### config.mk
export PLATFORM = sky130hd
export DESIGN_NAME = acc_ctrl
export DESIGN_NICKNAME = d
export VERILOG_FILES = /design/src/rtl/acc_ctrl.sv
export SDC_FILE = /design/constraint.sdc
export NUM_CORES = 1
export LEC_CHECK = 0
export CORE_UTILIZATION = 43
export DETAILED_ROUTE_END_ITERATION = 7
export PLACE_DENSITY = 0.67
export SETUP_SLACK_MARGIN = 0.02
export SYNTH_ARGS = -nofsm -noshare
export SYNTH_HDL_FRONTEND = slang
export SYNTH_SLANG_ARGS = --single-unit
### constraint.sdc
create_clock -name clk -period 3.1 [get_ports clk]
set_input_delay 0.775 -clock clk [delete_from_list [all_inputs] [get_ports clk]]
set_output_delay 0.775 -clock clk [all_outputs]
set_load 0.1 [all_outputs]
### src/rtl/acc_ctrl.sv
// Sequencing controller for the on-BRAM accumulator: accumulate, flush the write pipe, drain.
// Define ACC_CTRL_STATS_EN to add the stall_cycles / drain_stall_cycles counters.
module acc_ctrl #(
    parameter int unsigned LOG_MAX_ITERS          = 16,
    parameter int unsigned LOG_MAX_READS_PER_ITER = 16,
    parameter int unsigned ADD_LATENCY            = 1
) (
    input  logic                              clk,
    input  logic                              rst,
    input  logic                              configure,
    input  logic [LOG_MAX_ITERS-1:0]          num_iters,
    input  logic [LOG_MAX_READS_PER_ITER-1:0] num_reads_per_iter,
    input  logic                              valid_in,
    output logic                              avail_out,
    input  logic                              avail_in,
    output logic                              valid_out,
    output logic                              rd_en,
    output logic [LOG_MAX_READS_PER_ITER-1:0] rd_addr,
    output logic                              wr_en,
    output logic [LOG_MAX_READS_PER_ITER-1:0] wr_addr,
    output logic                              acc_init,
    output logic                              busy,
    output logic                              done
`ifdef ACC_CTRL_STATS_EN
    ,
    output logic [31:0]                       stall_cycles,
    output logic [31:0]                       drain_stall_cycles
`endif
);

    localparam int unsigned IW   = LOG_MAX_ITERS;
    localparam int unsigned AW   = LOG_MAX_READS_PER_ITER;
    localparam int unsigned PIPE = 1 + ADD_LATENCY;

    typedef enum logic [1:0] {StIdle, StAccum, StFlush, StDrain} state_e;

    state_e          state_q;
    logic [IW-1:0]   iters_q;
    logic [IW-1:0]   iter_q;
    logic [AW-1:0]   reads_q;
    logic [AW-1:0]   addr_q;
    logic            valid_out_q;
    logic            done_q;
    logic [PIPE-1:0] wp_vld_q;
    logic [PIPE-1:0] wp_init_q;
    logic [AW-1:0]   wp_addr_q [PIPE];

    logic hazard;
    logic accept;
    logic drain_rd;
    logic addr_last;
    logic iter_last;
    logic pipe_empty;

    // A read of an address whose accumulated value is still in flight would return stale data.
    always_comb begin
        hazard = 1'b0;
        for (int i = 0; i < int'(PIPE); i++) begin
            if (wp_vld_q[i] && (wp_addr_q[i] == addr_q)) begin
                hazard = 1'b1;
            end
        end
        hazard = hazard && (iter_q != '0);
    end

    assign avail_out  = (state_q == StAccum) && !hazard;
    assign accept     = avail_out && valid_in;
    assign drain_rd   = (state_q == StDrain) && avail_in;
    assign addr_last  = (addr_q == reads_q - AW'(1));
    assign iter_last  = (iter_q == iters_q - IW'(1));
    assign pipe_empty = (wp_vld_q == '0);

    assign rd_en     = accept || drain_rd;
    assign rd_addr   = addr_q;
    assign wr_en     = wp_vld_q[PIPE-1];
    assign wr_addr   = wp_addr_q[PIPE-1];
    assign acc_init  = wp_vld_q[PIPE-1] & wp_init_q[PIPE-1];
    assign busy      = (state_q != StIdle);
    assign valid_out = valid_out_q;
    assign done      = done_q;

    always_ff @(posedge clk) begin
        if (rst) begin
            state_q     <= StIdle;
            iters_q     <= '0;
            reads_q     <= '0;
            iter_q      <= '0;
            addr_q      <= '0;
            valid_out_q <= 1'b0;
            done_q      <= 1'b0;
            wp_vld_q    <= '0;
            wp_init_q   <= '0;
            for (int i = 0; i < int'(PIPE); i++) begin
                wp_addr_q[i] <= '0;
            end
        end else begin
            valid_out_q  <= drain_rd;
            done_q       <= 1'b0;
            wp_vld_q     <= {wp_vld_q[PIPE-2:0], accept};
            wp_init_q    <= {wp_init_q[PIPE-2:0], (iter_q == '0)};
            wp_addr_q[0] <= addr_q;
            for (int i = 1; i < int'(PIPE); i++) begin
                wp_addr_q[i] <= wp_addr_q[i-1];
            end

            case (state_q)
                StIdle: begin
                    if (configure) begin
                        iters_q <= num_iters;
                        reads_q <= num_reads_per_iter;
                        iter_q  <= '0;
                        addr_q  <= '0;
                        if ((num_iters == '0) || (num_reads_per_iter == '0)) begin
                            done_q <= 1'b1;
                        end else begin
                            state_q <= StAccum;
                        end
                    end
                end
                StAccum: begin
                    if (accept) begin
                        if (addr_last) begin
                            addr_q <= '0;
                            if (iter_last) begin
                                state_q <= StFlush;
                            end else begin
                                iter_q <= iter_q + IW'(1);
                            end
                        end else begin
                            addr_q <= addr_q + AW'(1);
                        end
                    end
                end
                StFlush: begin
                    if (pipe_empty) begin
                        addr_q  <= '0;
                        state_q <= StDrain;
                    end
                end
                StDrain: begin
                    if (drain_rd) begin
                        if (addr_last) begin
                            addr_q  <= '0;
                            state_q <= StIdle;
                            done_q  <= 1'b1;
                        end else begin
                            addr_q <= addr_q + AW'(1);
                        end
                    end
                end
                default: state_q <= StIdle;
            endcase
        end
    end

`ifdef ACC_CTRL_STATS_EN
    logic [31:0] stall_q;
    logic [31:0] drain_stall_q;

    always_ff @(posedge clk) begin
        if (rst || ((state_q == StIdle) && configure)) begin
            stall_q       <= '0;
            drain_stall_q <= '0;
        end else begin
            if ((state_q == StAccum) && valid_in && !avail_out && (stall_q != '1)) begin
                stall_q <= stall_q + 32'd1;
            end
            if ((state_q == StDrain) && !avail_in && (drain_stall_q != '1)) begin
                drain_stall_q <= drain_stall_q + 32'd1;
            end
        end
    end

    assign stall_cycles       = stall_q;
    assign drain_stall_cycles = drain_stall_q;
`endif

endmodule

=== Yosys cells after proc, flatten, opt, wreduce, memory -nomap -nowiden ===
Memory sizes are Yosys's and may differ from the RTL's.
Index checks and enable logic that the tools add are counted.

* Output and inout port bits: 39
* Register bits: 72
* Input port bits: 37
* Word-level logic and storage cells: 85
* Memory bits (writable): 32
* Memories kept: 1

* Equality and inequality tests: 16
* Add/sub/neg operators: 4
* Mux-type cells: 31
* Reductions and logical operators: 21
* Bitwise operators: 3

{| class="wikitable"
|+ Memories
! memory !! words !! bits a word !! rd ports !! clocked after memory_dff !! wr ports !! RTL line !! source
|-
| wp_addr_q || 2 || 16 || 2 || 0 || 2 || 46 || <nowiki>logic [AW-1:0] wp_addr_q [PIPE];</nowiki>
|}

{| class="wikitable"
|+ Operators with widths
! kind !! count
|-
| two-way mux 16 bit || 10
|-
| equality test 16 bit || 4
|-
| one-hot mux 16 bit (4 select lines) || 1
|-
| zero test 16 bit || 3
|-
| adder 16 x 1 -> 16 bit (second input constant) || 2
|-
| one-hot mux 16 bit (2 select lines) || 1
|-
| subtractor 16 x 1 -> 16 bit (second input constant) || 2
|-
| inequality test 2 bit (second input constant) || 9
|-
| two-way mux 2 bit || 8
|-
| nonzero test 16 bit || 1
|-
| two-way mux 1 bit || 9
|-
| one-hot mux 2 bit (4 select lines) || 1
|-
| AND reduction 8 bit || 1
|-
| logical AND 1 bit || 6
|-
| AND reduction 5 bit || 1
|-
| equality test 2 bit (second input constant) || 2
|-
| zero test 2 bit || 2
|-
| AND reduction 4 bit || 1
|-
| nonzero test 2 bit || 2
|-
| equality test 2 x 1 -> 1 bit (second input constant) || 1
|-
| logical OR 1 bit || 2
|-
| bitwise OR 1 bit || 2
|-
| one-hot mux 1 bit (2 select lines) || 1
|-
| AND reduction 2 bit || 1
|-
| other kinds (2) || 2
|}

=== Longest topological paths before layout ===
* Depth after elaboration: 10
* Depth in mapped cells: 12
* Mapped depth without buffers: 10

=== Worst setup path before layout ===
OpenSTA, ideal clock, no wires.

* Path kind: register -> output
* From: reg addr_q[6] (netlist: rd_addr[6])
* To: out rd_en
* Path slack: -1.661 ns
* Buffers on the path: 1
* Stages on the path, launching flop included: 9
* Data required time: 2.325 ns
* Arrival time: 3.986 ns
* Path through: dfxtp_1 > clkbuf_1 > xnor2_1 > nand4_1 > nor4_1 > a41o_1 > nor2_1 > nand2_1 > nand2_1

* Longest elaborated chain between the ends: 9
* Elaborated cells on any way between the ends: 11
* Classes of those cells: eq/ne (2); mux (2); reduce/logical (7)

{| class="wikitable"
|+ RTL lines
! element !! RTL line !! source
|-
| start: declaration || 41 || <nowiki>logic [AW-1:0] addr_q;</nowiki>
|-
| start signal: assignment || 130 || <nowiki>addr_q <= addr_q + AW'(1);</nowiki>
|-
| start signal: assignment || 147 || <nowiki>addr_q <= addr_q + AW'(1);</nowiki>
|-
| equality test 16 bit || 59 || <nowiki>if (wp_vld_q[i] && (wp_addr_q[i] == addr_q)) begin</nowiki>
|-
| logical AND 1 bit || 59 ||
|-
| two-way mux 1 bit || 59 ||
|-
| two-way mux 1 bit (*) || 59 ||
|-
| logical AND 1 bit (*) || 63 || <nowiki>hazard = hazard && (iter_q != '0);</nowiki>
|-
| zero test 1 bit (*) || 66 || <nowiki>assign avail_out = (state_q == StAccum) && !hazard;</nowiki>
|-
| logical AND 1 bit (*) || 66 ||
|-
| named net avail_out || 14 || <nowiki>output logic avail_out,</nowiki>
|-
| logical AND 1 bit (*) || 67 || <nowiki>assign accept = avail_out && valid_in;</nowiki>
|-
| logical OR 1 bit (*) || 73 || <nowiki>assign rd_en = accept || drain_rd;</nowiki>
|-
| end: declaration || 17 || <nowiki>output logic rd_en,</nowiki>
|}

Mark *: on every way through the listed nets, which the timed path passes. The rest lies on a longest branch.

=== Worst setup path in the final report ===
* From: reg iter_q[0]
* To: out rd_en

* Longest elaborated chain between the ends: 6

{| class="wikitable"
|+ RTL lines
! element !! RTL line !! source
|-
| start: declaration || 39 || <nowiki>logic [IW-1:0] iter_q;</nowiki>
|-
| start signal: assignment || 127 || <nowiki>iter_q <= iter_q + IW'(1);</nowiki>
|-
| nonzero test 16 bit || 63 ||
|-
| logical AND 1 bit || 63 ||
|-
| zero test 1 bit || 66 ||
|-
| logical AND 1 bit || 66 ||
|-
| logical AND 1 bit || 67 ||
|-
| logical OR 1 bit || 73 ||
|}

Every way passes these cells.

==> reports/summary.txt <==
Yosys cell types - 66
Antenna violations before repair - 0
Most frequent cell on the critical path - nor2_4
Max Clock Skew - 12.3 ps
Area delta synth->final - 24.3%
Nets - 858
Peak VDD IR - 0.000452 V
Clock buffer count from CTS - 9
Critical Path Sink Type - output port
Site Rows - 42
Final std cells w/o fill - 993
CP arrival - 2260 ps
GRT Total Usage - 0.222
Post-route ant nets - 0
# fillers - 1252
FF-to-FF path depth - 11
H-tree depth - 3
Synth Cell Area - 0.00598 sq mm
Diode count - 0
Routed wire per std cell - 15.7 microns
Final hold violations - 0
Die area - 0.0144 sq mm
Area share of and/or/nand/nor cells after synthesis - 0.288
DRC errors left - 0
CTS Buffer Depth - 2
Minimum clock period - 3030 ps
Worst-path cell chain - inv_2 -> ha_4 -> nor4b_4 -> and4_4 -> or4_4 -> nor2_4 -> nor2_4 -> nand2_2 -> nand2_4 -> buf_12
Post-synth EDFFs - 0
Core ar. - 0.0134 sq mm
Register area - 0.00214 sq mm
Ys flop type - dfxtp_1
Crit-path max cell delay - 510 ps
Critical Path Start Type - register
Yosys warns - 0
Slew Viols, Final - 0
Clock root buffer - clkbuf_16
Clock latency on the worst-skew pair - 370 ps
Reg2Reg Launch Point - reads_q[0]
Worst-path clk slew - 70 ps
First drt pass iteration count - 5
Vias/cell - 5.50
CTS sink count - 104
Worst setup path end - rd_en
Compound-Gate Fraction of Synth Area - 0.135
Max_cap viols - 0
Post-synthesis sequential area ratio - 0.348
Multi-input gate area in the final layout - 0.00364 sq mm
Pin count of the biggest net entering global routing - 79
GR Overflow Total - 0
I/O Buffers - 75
Wirelength, routed - 15.6 mm
Vias - 5458
Most frequent cells in the layout - 110 x nand2_1, 86 x buf_4, 84 x dfxtp_1
Adder-cell area share of the yosys netlist - 0.0188
DRT iter0 DRCs - 318
RSZ-0062 raised after global routing - yes
# IOs - 76
Reg2reg setup slack - 70 ps
Initial Utilization - 0.446
Power Density - 620 mW/mm^2
LEAKAGE - 2.88 nW
Tot Pwr - 4.61 mW
Chip Height - 120 microns
Combinational family with the most area after synthesis - simple AND/OR/NAND/NOR gates
Gpl congestion - 0.878
First-pass GRT wire length - 25.5 mm
Vias in the first global route - 5278
# hold bufs at CTS - 0
CP Max Fanout - 3
Achievable Freq - 330 MHz
Tightest Pin Transition - 786 ps
Post-Place Cells - 971
Period utilization - 0.979
Slowest-stage cell, CP - or4_4
RR Endpoint - state_q[1]
Worst setup startpoint - iter_q[0]
Commonest non-fill, non-tap cell in the layout - nand2_1
Worst min path class - register to register
Share of layout cells above drive strength 1 - 0.201
Outcome - finished, final reports clean
Mux cell area share after synthesis - 0.0259
Synth Register Bits - 104
Headroom to the max-slew limit - 0.476
FFs w/ async S/R, synth - 0
Die width - 120 microns
TritonCTS clock tree - done
Syn nets - 790
Worst path required time - 2320 ps
XOR/XNOR Fraction of Synth Area - 0.119
Syn avg cell area - 8.04 sq um
Final setup fails - 0
Gate Count Post-Synth - 744
Final HPWL DP - 11.6 mm
Crit Path Category - register to output port
==> cell families (layout without fill, tap and decap cells) <==
family | count (synthesis) | in the layout
AO/OA/AOI/OAI | 118 | 118
XOR/XNOR | 81 | 81
adder cells (fa/ha/maj) | 9 | 9
buffers and inverters | 85 | 158
flip-flops | 104 | 104
multiplexers | 15 | 15
AND/OR/NAND/NOR | 332 | 332
==> cells in the mapped netlist (16+ instances only) <==
cell,number,area (sq um)
nor3_1,16,80.1
nor2b_1,36,225
buf_4,16,120
clkbuf_1,41,154
nand3_1,28,140
nand2_1,112,420
inv_1,16,60.1
a21oi_1,52,260
xor2_1,33,289
dfxtp_1,104,2080
nor2_1,40,150
nand4_1,22,138
nor4_1,21,131
xnor2_1,48,420
==> flip-flops by register name, summed over array words and instances, names as in the netlist, 2 cells and up <==
register   cells
state_q        2
iters_q       16
iter_q        16
wp_init_q      2
reads_q       16
wp_vld_q       2
rd_addr       16
wp_addr_q     32
==> power by group <==
part	internal [mW]	switching, mW
combinational	0.784	1.16
clock	0.571	0.571
sequential	1.43	0.105
total	2.78	1.83
==> worst max-delay path, delay by kind of cell (launching register included) <==
family | cells | cell delay (ps)
adder cells (fa/ha/maj) | 1 | 150
buffers and inverters | 2 | 220
flip-flops | 1 | 330
AND/OR/NAND/NOR | 7 | 1200
==> repair_timing <==
| item | in CTS | in global routing |
|---|---|---|
| hold endpoints to repair | 0 | 0 |
| resized for setup | 8 | 21 |
| endpoints found under the setup margin | 4 | 32 |
| pin swaps | 6 | 10 |
| gates cloned | 0 | 0 |
| buffers inserted | 1 | 5 |
==> layer usage <==
layer  vias up  GRT usage  wire (microns)
li1       2703          -               -
met1      2631      0.256            6680
met2       106      0.402            8210
met3        18     0.0423             472
met4         0     0.0789             215
met5         -          0               0
==> worst min path at each step <==
stage,from,depth (start not counted),endpoint
6_report,wp_init_q[0],1,wp_init_q[1]
5_1_grt,wp_init_q[0],1,wp_init_q[1]
4_1_cts,wp_init_q[0],1,wp_init_q[1]
3_5_place_dp,wp_init_q[0],1,wp_init_q[1]
3_3_place_gp,wp_init_q[0],1,wp_init_q[1]
2_1_floorplan,wp_init_q[0],1,wp_init_q[1]
==> metrics by stage <==
step	setup WS, ps	TNS (ps)	hold WS [ps]	instance area (sq um)	utilization
after global placement	85.2	0	434	6980	0.521
final	65.4	0	447	7440	0.555
after global routing	-69.1	-83.4	472	7440	0.555
after CTS	10.0	0	456	7310	0.545
after floorplan	-12.7	-12.7	414	6070	-
after detailed placement	17.0	0	439	6980	0.521
==> final cells by class <==
type / count / share of cell area
inverters: 16 / 0.00808
well taps: 176 / 0.0296
clock buffers: 9 / 0.0303
flip-flops and latches: 104 / 0.288
multi-input cells: 555 / 0.489
clock inverters: 7 / 0.00942
repair buffers: 126 / 0.145
No activity file was read; power rests on OpenSTA's default activity.
